### src/rtl/instr_fetch_unit_if.sv
// Fetch-side bundle: instruction-memory read port (req/ack), decode issue port (valid/ready),
// and the execute redirect input. The fetch unit uses master; memory/decode/execute use slave.
interface instr_fetch_unit_if #(
  parameter int ADDR_W  = 8,
  parameter int INSTR_W = 16
);
  logic               imem_req;
  logic [ADDR_W-1:0]  imem_addr;
  logic               imem_ack;
  logic [INSTR_W-1:0] imem_rdata;

  logic               instr_valid;
  logic               instr_ready;
  logic [INSTR_W-1:0] instr;
  logic [2:0]         operation;
  logic [ADDR_W-1:0]  instr_pc;

  logic               redirect_valid;
  logic [ADDR_W-1:0]  redirect_pc;

  logic               halted;

  modport master (
    output imem_req, imem_addr, instr_valid, instr, operation, instr_pc, halted,
    input  imem_ack, imem_rdata, instr_ready, redirect_valid, redirect_pc
  );

  modport slave (
    input  imem_req, imem_addr, instr_valid, instr, operation, instr_pc, halted,
    output imem_ack, imem_rdata, instr_ready, redirect_valid, redirect_pc
  );
endinterface

### src/rtl/instr_fetch_unit.sv
// Single-outstanding instruction fetch: one imem read, instr valid 1 cycle after ack, held until decode ready
// (no request while an instruction waits); redirects win over everything. IFU_HALT_DETECT_EN adds the HALTED stop.
module instr_fetch_unit #(
  parameter int                ADDR_W   = 8,
  parameter int                INSTR_W  = 16,
  parameter logic [ADDR_W-1:0] RESET_PC = '0
) (
  input  logic                 clk,
  input  logic                 reset,
  instr_fetch_unit_if.master   bus
);

`ifdef IFU_HALT_DETECT_EN
  typedef enum logic [1:0] {FETCH = 2'd0, ISSUE = 2'd1, HALTED = 2'd2} state_e;
  localparam logic [2:0] OP_HALT = 3'b111;
`else
  typedef enum logic [1:0] {FETCH = 2'd0, ISSUE = 2'd1} state_e;
`endif

  localparam logic [ADDR_W-1:0] PC_ONE = {{(ADDR_W-1){1'b0}}, 1'b1};

  state_e              state_q,      state_d;
  logic [ADDR_W-1:0]   pc_q,         pc_d;
  logic [INSTR_W-1:0]  instr_q,      instr_d;
  logic [ADDR_W-1:0]   instr_pc_q,   instr_pc_d;
  logic                redir_pend_q, redir_pend_d;
  logic [ADDR_W-1:0]   redir_tgt_q,  redir_tgt_d;

  logic [2:0]          opcode;

  assign opcode = instr_q[INSTR_W-1 -: 3];

  always_comb begin
    state_d      = state_q;
    pc_d         = pc_q;
    instr_d      = instr_q;
    instr_pc_d   = instr_pc_q;
    redir_pend_d = redir_pend_q;
    redir_tgt_d  = redir_tgt_q;

    case (state_q)
      FETCH: begin
        // The address must not move while req is up, so a redirect without ack waits for the read to drain.
        if (bus.redirect_valid) begin
          if (bus.imem_ack) begin
            pc_d         = bus.redirect_pc;
            redir_pend_d = 1'b0;
          end else begin
            redir_pend_d = 1'b1;
            redir_tgt_d  = bus.redirect_pc;
          end
        end else if (bus.imem_ack) begin
          if (redir_pend_q) begin
            pc_d         = redir_tgt_q;
            redir_pend_d = 1'b0;
          end else begin
            instr_d    = bus.imem_rdata;
            instr_pc_d = pc_q;
            pc_d       = pc_q + PC_ONE;
            state_d    = ISSUE;
          end
        end
      end

      ISSUE: begin
        if (bus.redirect_valid) begin
          pc_d    = bus.redirect_pc;
          state_d = FETCH;
        end else if (bus.instr_ready) begin
          state_d = FETCH;
`ifdef IFU_HALT_DETECT_EN
          if (opcode == OP_HALT) begin
            state_d = HALTED;
          end
`endif
        end
      end

`ifdef IFU_HALT_DETECT_EN
      HALTED: begin
        if (bus.redirect_valid) begin
          pc_d    = bus.redirect_pc;
          state_d = FETCH;
        end
      end
`endif

      default: begin
        state_d = FETCH;
      end
    endcase
  end

  always_ff @(posedge clk) begin
    if (reset) begin
      state_q      <= FETCH;
      pc_q         <= RESET_PC;
      instr_q      <= '0;
      instr_pc_q   <= '0;
      redir_pend_q <= 1'b0;
      redir_tgt_q  <= '0;
    end else begin
      state_q      <= state_d;
      pc_q         <= pc_d;
      instr_q      <= instr_d;
      instr_pc_q   <= instr_pc_d;
      redir_pend_q <= redir_pend_d;
      redir_tgt_q  <= redir_tgt_d;
    end
  end

  assign bus.imem_req    = (state_q == FETCH) & ~reset;
  assign bus.imem_addr   = pc_q;
  assign bus.instr_valid = (state_q == ISSUE);
  assign bus.instr       = instr_q;
  assign bus.instr_pc    = instr_pc_q;
  assign bus.operation   = (state_q == ISSUE) ? opcode : 3'b000;

`ifdef IFU_HALT_DETECT_EN
  assign bus.halted = (state_q == HALTED);
`else
  assign bus.halted = 1'b0;
`endif

endmodule
### src/flat_wrapper.sv
// flat-port wrapper written by rule: the top's interface ports become plain ports
module instr_fetch_unit_flat 
#(
  parameter int                ADDR_W   = 8,
  parameter int                INSTR_W  = 16,
  parameter logic [ADDR_W-1:0] RESET_PC = '0
)
  (clk, reset, bus_imem_req, bus_imem_addr, bus_instr_valid, bus_instr, bus_operation, bus_instr_pc, bus_halted, bus_imem_ack, bus_imem_rdata, bus_instr_ready, bus_redirect_valid, bus_redirect_pc);
  instr_fetch_unit_if #(.ADDR_W(ADDR_W), .INSTR_W(INSTR_W)) bus_i ();
  input  logic clk;
  input  logic reset;
  output wire logic [$bits(bus_i.imem_req)-1:0] bus_imem_req;
  output wire logic [$bits(bus_i.imem_addr)-1:0] bus_imem_addr;
  output wire logic [$bits(bus_i.instr_valid)-1:0] bus_instr_valid;
  output wire logic [$bits(bus_i.instr)-1:0] bus_instr;
  output wire logic [$bits(bus_i.operation)-1:0] bus_operation;
  output wire logic [$bits(bus_i.instr_pc)-1:0] bus_instr_pc;
  output wire logic [$bits(bus_i.halted)-1:0] bus_halted;
  input wire logic [$bits(bus_i.imem_ack)-1:0] bus_imem_ack;
  input wire logic [$bits(bus_i.imem_rdata)-1:0] bus_imem_rdata;
  input wire logic [$bits(bus_i.instr_ready)-1:0] bus_instr_ready;
  input wire logic [$bits(bus_i.redirect_valid)-1:0] bus_redirect_valid;
  input wire logic [$bits(bus_i.redirect_pc)-1:0] bus_redirect_pc;
  assign bus_imem_req = bus_i.imem_req;
  assign bus_imem_addr = bus_i.imem_addr;
  assign bus_instr_valid = bus_i.instr_valid;
  assign bus_instr = bus_i.instr;
  assign bus_operation = bus_i.operation;
  assign bus_instr_pc = bus_i.instr_pc;
  assign bus_halted = bus_i.halted;
  assign bus_i.imem_ack = bus_imem_ack;
  assign bus_i.imem_rdata = bus_imem_rdata;
  assign bus_i.instr_ready = bus_instr_ready;
  assign bus_i.redirect_valid = bus_redirect_valid;
  assign bus_i.redirect_pc = bus_redirect_pc;
  instr_fetch_unit #(.ADDR_W(ADDR_W), .INSTR_W(INSTR_W), .RESET_PC(RESET_PC)) u_core (.clk(clk), .reset(reset), .bus(bus_i));
endmodule
### config.mk
export PLATFORM = sky130hd
export DESIGN_NAME = instr_fetch_unit_flat
export DESIGN_NICKNAME = d
export VERILOG_FILES = /design/src/rtl/instr_fetch_unit_if.sv /design/src/rtl/instr_fetch_unit.sv /design/src/flat_wrapper.sv
export SDC_FILE = /design/constraint.sdc
export NUM_CORES = 1
export LEC_CHECK = 0
export CAP_MARGIN = 5
export CORE_ASPECT_RATIO = 1.25
export CORE_MARGIN = 2
export CORE_UTILIZATION = 25
export DETAILED_ROUTE_END_ITERATION = 12
export PLACE_DENSITY = 0.53
export RECOVER_POWER = 25
export SLEW_MARGIN = 20
export SYNTH_ARGS = -nofsm -noshare
export SYNTH_HDL_FRONTEND = slang
export SYNTH_SLANG_ARGS = --single-unit
### constraint.sdc
create_clock -name clk -period 1.3 [get_ports clk]
set_input_delay 0.26 -clock clk [delete_from_list [all_inputs] [get_ports clk]]
set_output_delay 0.26 -clock clk [all_outputs]
set_load 0.05 [all_outputs]
Word level (Yosys, flattened, before mapping) --
Cells that the tools add are included.
Word-level totals: flip-flop bits (word level) 43, output and inout bits 38, word-level logic and storage cells 42
Cells by class: add/sub/neg operators 1, equal/unequal tests 6, mux-type cells 16, bitwise operators 5, reduce and logical (&&, ||, !) cells 8
Operator list (count):
- $mux 8 | 5
- $pmux 8 s2 | 1
- $mux 2 | 5
- $add 8x1->8 const B | 1
- $reduce_and 4->1 | 2
- $ne 2x2->1 const B | 3
- $reduce_and 3->1 | 2
- $not 1->1 | 4
- $pmux 2 s2 | 1
- $reduce_bool 2->1 | 2
- $mux 1 | 3
- $mux 3 | 1
- $ne 3x1->1 const B | 1
- $eq 2x1->1 const B | 1
- $logic_not 2->1 | 1
- $ne 2x1->1 const B | 1
- $reduce_and 2->1 | 1
- $and 1x1->1 | 1

Logic depth before layout (Yosys ltp) --
word-level depth 5, mapped depth 6, gate-level depth less buffers 5

Worst setup path before layout --
OpenSTA, ideal clock, no wires.
path kind register to register, start point register u_core.pc_q[0], in the netlist u_core.bus.imem_addr[0], end point register u_core.pc_q[4], in the netlist u_core.bus.imem_addr[4], library setup time 0.091 ns, arrival time 1.689 ns, setup slack -0.480 ns, stages on the path, launching flop included 6, path buffers 0, clock period less this slack 1.780 ns, path through dfxtp_1 -> ha_1 -> nand3_1 -> xor2_1 -> a21o_1 -> a311oi_1
On the way: word-level cells in the longest chain between the ends 5
Ends and longest elaborated chain:
- start, declared | line instr_fetch_unit.sv:23 | logic [ADDR_W-1:0] pc_q, pc_d;
- start signal, assigned | line instr_fetch_unit.sv:104 | pc_q <= pc_d;
- $add 8x1->8 | line instr_fetch_unit.sv:59 | pc_d = pc_q + PC_ONE;
- $mux 8 | line instr_fetch_unit.sv:53 | if (redir_pend_q) begin
- $mux 8 | line instr_fetch_unit.sv:52 | end else if (bus.imem_ack) begin
- $mux 8 | line instr_fetch_unit.sv:44 | if (bus.redirect_valid) begin
- $pmux 8 s2 | line instr_fetch_unit.sv:41 | case (state_q)
No other way between the ends. The select of a mux whose other input is x is not followed. A chain may end at the register's enable or synchronous reset.

Worst setup path in the final report --
start point register u_core.state_q[0], end point output port bus_operation[2]
On the way: word-level cells in the longest chain between the ends 2
Ends and longest elaborated chain:
- start, declared | line instr_fetch_unit.sv:22 | state_e state_q, state_d;
- start signal, assigned | line instr_fetch_unit.sv:103 | state_q <= state_d;
- $eq 2x1->1 | line instr_fetch_unit.sv:117 | assign bus.operation = (state_q == ISSUE) ? opcode : 3'b000;
- $mux 3 | line instr_fetch_unit.sv:117
- end, declared | line flat_wrapper.sv:16 | output wire logic [$bits(bus_i.operation)-1:0] bus_operation;
No other way between the ends.

==> results.sh <==
export IMPL_status="complete, but fails checks"
export IMPL_violations="negative setup slack"
export IMPL_drcViolationCount=0
export IMPL_portBuffers=65
export IMPL_maxCapViolations=0
export IMPL_insertion_delay_ps=290
export IMPL_slowest_stage="dfxtp_4"
export IMPL_gp_congestion=0.758
export IMPL_synth_common_cells="56 x nand2_1, 42 x dfxtp_1, 27 x a21oi_1, 17 x nor2_1"
export IMPL_grt_max_degree=26
export IMPL_grt_pass1_vias=1706
export IMPL_cp_arrival_ps=1190
export IMPL_setup_tns_ps=-2920
export IMPL_cp_top_family="buffers and inverters"
export IMPL_p_clk_share_pct=26.6
export IMPL_period_needed_ps=1450
export IMPL_io_pins=67
export IMPL_fp_row_count=34
export IMPL_overflow=0
export IMPL_cts_tree="done"
export IMPL_avgSynthCellArea_um2=8.21
export IMPL_start_util_pct=25.9
export IMPL_dp_hpwl_um=3710
export IMPL_finalInstanceArea_um2=3380
export IMPL_yosys_warnings=0
export IMPL_vias=1842
export IMPL_synth_seq_cells=42
export IMPL_p_leak_nw=1.31
export IMPL_worst_slack_ps=-149
export IMPL_post_place_ws_ps=-523
export IMPL_start_kind="flop"
export IMPL_finalCritPeriodShare_pct=111
export IMPL_p_seq_share_pct=43.9
export IMPL_synth_top_area_share_pct=46.3
export IMPL_core_um2=7020
export IMPL_crit_required_ps=1040
export IMPL_dpl_cell_area_um2=3120
export IMPL_cpMostUsedCell="buf_12"
export IMPL_p_int_mw=2.27
export IMPL_dp_cells=382
export IMPL_synth_ff_type="dfxtp_1"
export IMPL_wirelength_um=5640
export IMPL_fmax_mhz=690
export IMPL_ys_seq_area_share_pct=46.3
export IMPL_antenna_found_initial=0
export IMPL_die_w_um=80.2
export IMPL_fin_skew_ps=3.73
export IMPL_routedWlPerCell_um=14.0
export IMPL_cts_root_buf="clkbuf_8"
export IMPL_die_y_um=99.3
export IMPL_ys_async_sr_fraction_pct=0
export IMPL_syn_inst=221
export IMPL_hold_worst_slack_ps=326
export IMPL_yosysTopAreaCell="dfxtp_1"
export IMPL_antenna_left=0
export IMPL_worst_path_max_fanout=5
export IMPL_syn_cell_area_um2=1820
export IMPL_syn_to_final_growth_pct=86.0
export IMPL_num_antenna_cells=0
export IMPL_finalSetupViolCount=38
export IMPL_syn_num_nets=251
export IMPL_clk_pin_slew_ps=80
export IMPL_p_per_area_nw_per_um2=963
export IMPL_slew_viol_final=0
export IMPL_cp_slowest_stage_delay_ps=370
export IMPL_synthTopCellsByArea="dfxtp_1 46%, nand2_1 12%, a21oi_1 7.4%"
export IMPL_viasPerCell=4.56
export IMPL_numClockSinks=42
export IMPL_combPwrFrac_pct=29.5
export IMPL_synth_most_common_cell="nand2_1"
export IMPL_switching_power_mw=0.983
export IMPL_clock_path_buffers=2
export IMPL_power_mw=3.25
export IMPL_stdcell_count=404
export IMPL_crit_type="reg -> out"
export IMPL_switching_share_pct=30.2
export IMPL_fin_util_pct=48.1
export IMPL_drive_above_1_share_pct=38.5
export IMPL_endpoint_kind="output pin"
export IMPL_cts_buffers=5
export IMPL_first_pass_iters=4
export IMPL_grt_pass1_wl_um=8360
export IMPL_finalHoldViolCount=0
export IMPL_cp_num_buf_inv=3
export IMPL_first_iter_violations=66
export IMPL_final_nets=343
export IMPL_ys_types=41
export IMPL_track_usage_pct=13.3
export IMPL_rsz0062_at_grt="true"
export IMPL_ir_drop_mv=0.440
export IMPL_hold_class="in -> reg"
export IMPL_worstPathCellList="buf_12 > buf_6 > and2_4 > buf_12"
export IMPL_dieArea_um2=7960
export IMPL_synth_edf_count=0
export IMPL_h_tree_depth=2
[cells in the final DEF, fill, tap and decap left out, drive strengths merged, types with 2 or more instances in the layout]
cell,Yosys,layout
a211oi,4,4
a21o,2,2
a21oi,28,28
a22oi,3,3
a311oi,3,3
and2,3,3
and3,2,2
buf,10,64
clkbuf,8,17
clkdlybuf4s50,0,26
dfxtp,42,42
inv,2,2
mux2,2,3
mux2i,8,8
nand2,56,56
nand3,3,3
nand4,2,2
nor2,18,18
o21ai,6,6
xor2,2,2
[cell families after synthesis]
group	count (synthesis)	share of synthesized area, %
buffers and inverters	20	5.38
AO/OA/AOI/OAI	53	17.8
AND/OR/NAND/NOR	91	22.5
adder cells (fa/ha/maj)	1	0.689
multiplexers	10	5.65
XOR/XNOR	3	1.45
flip-flops	42	46.3
other	1	0.207
[power groups by stage]
stage / sequential, mW / combinational, mW / clock, mW
floorplan: 1.61 / 0.265 / 0
global placement: 1.46 / 0.868 / 0
detailed placement: 1.46 / 0.872 / 0
CTS: 1.43 / 0.909 / 0.893
global route: 1.44 / 1.02 / 0.948
finish: 1.43 / 0.960 / 0.865
[final cells by class]
| type | instances | area, µm² |
|---|---|---|
| clock buffers | 7 | 86.3 |
| clock inverters | 1 | 5.00 |
| fillers | 704 | 3640 |
| inverters | 2 | 7.51 |
| multi-input cells | 160 | 1010 |
| flip-flops and latches | 42 | 865 |
| well taps | 90 | 113 |
| repair buffers | 102 | 1290 |
[sequential cells by signal (all words and copies together) (netlist names)]
name                  count
u_core.state_q            1
u_core.bus.instr_pc       8
u_core.bus.instr         16
u_core.redir_tgt_q        8
u_core.redir_pend_q       1
u_core.bus.imem_addr      8
[worst min-delay path, stage by stage]
cell and delay (ps):
dlymetal6s2s_1 110, buf_6 140, a211oi_1 70
[routing by layer]
layer / vias up / GRT usage [%] / part of all wire, %
met5: - / 0 / 0
met4: 0 / 5.48 / 2.5
met3: 10 / 3.09 / 4.0
met2: 51 / 24.0 / 55
met1: 844 / 14.7 / 38
li1: 937 / - / -
[final timing paths]
kind                                               end                           startpoint  slack [ps]  cells past startpoint
setup / recovery                      bus_operation[2]       u_core.state_q[0]$_SDFFE_PP0P_        -150                      4
hold / removal        u_core.redir_pend_q$_SDFFE_PP0P_                         bus_imem_ack         330                      3
hold reg to reg    u_core.bus.instr_pc[5]$_SDFFE_PP0P_  u_core.bus.instr_pc[5]$_SDFFE_PP0P_         450                      2
setup reg to reg  u_core.bus.imem_addr[5]$_SDFFE_PP0P_     u_core.redir_pend_q$_SDFFE_PP0P_        -130                      5
[repair_timing]
action / in CTS / in global routing
gates cloned: 1 / 3
buffers inserted: 4 / 6
pin swaps: 3 / 14
hold buffers: 0 / 0
endpoints found under the setup margin: 45 / 45
gates resized for setup: 18 / 23
(Power assumes the default switching activity.)
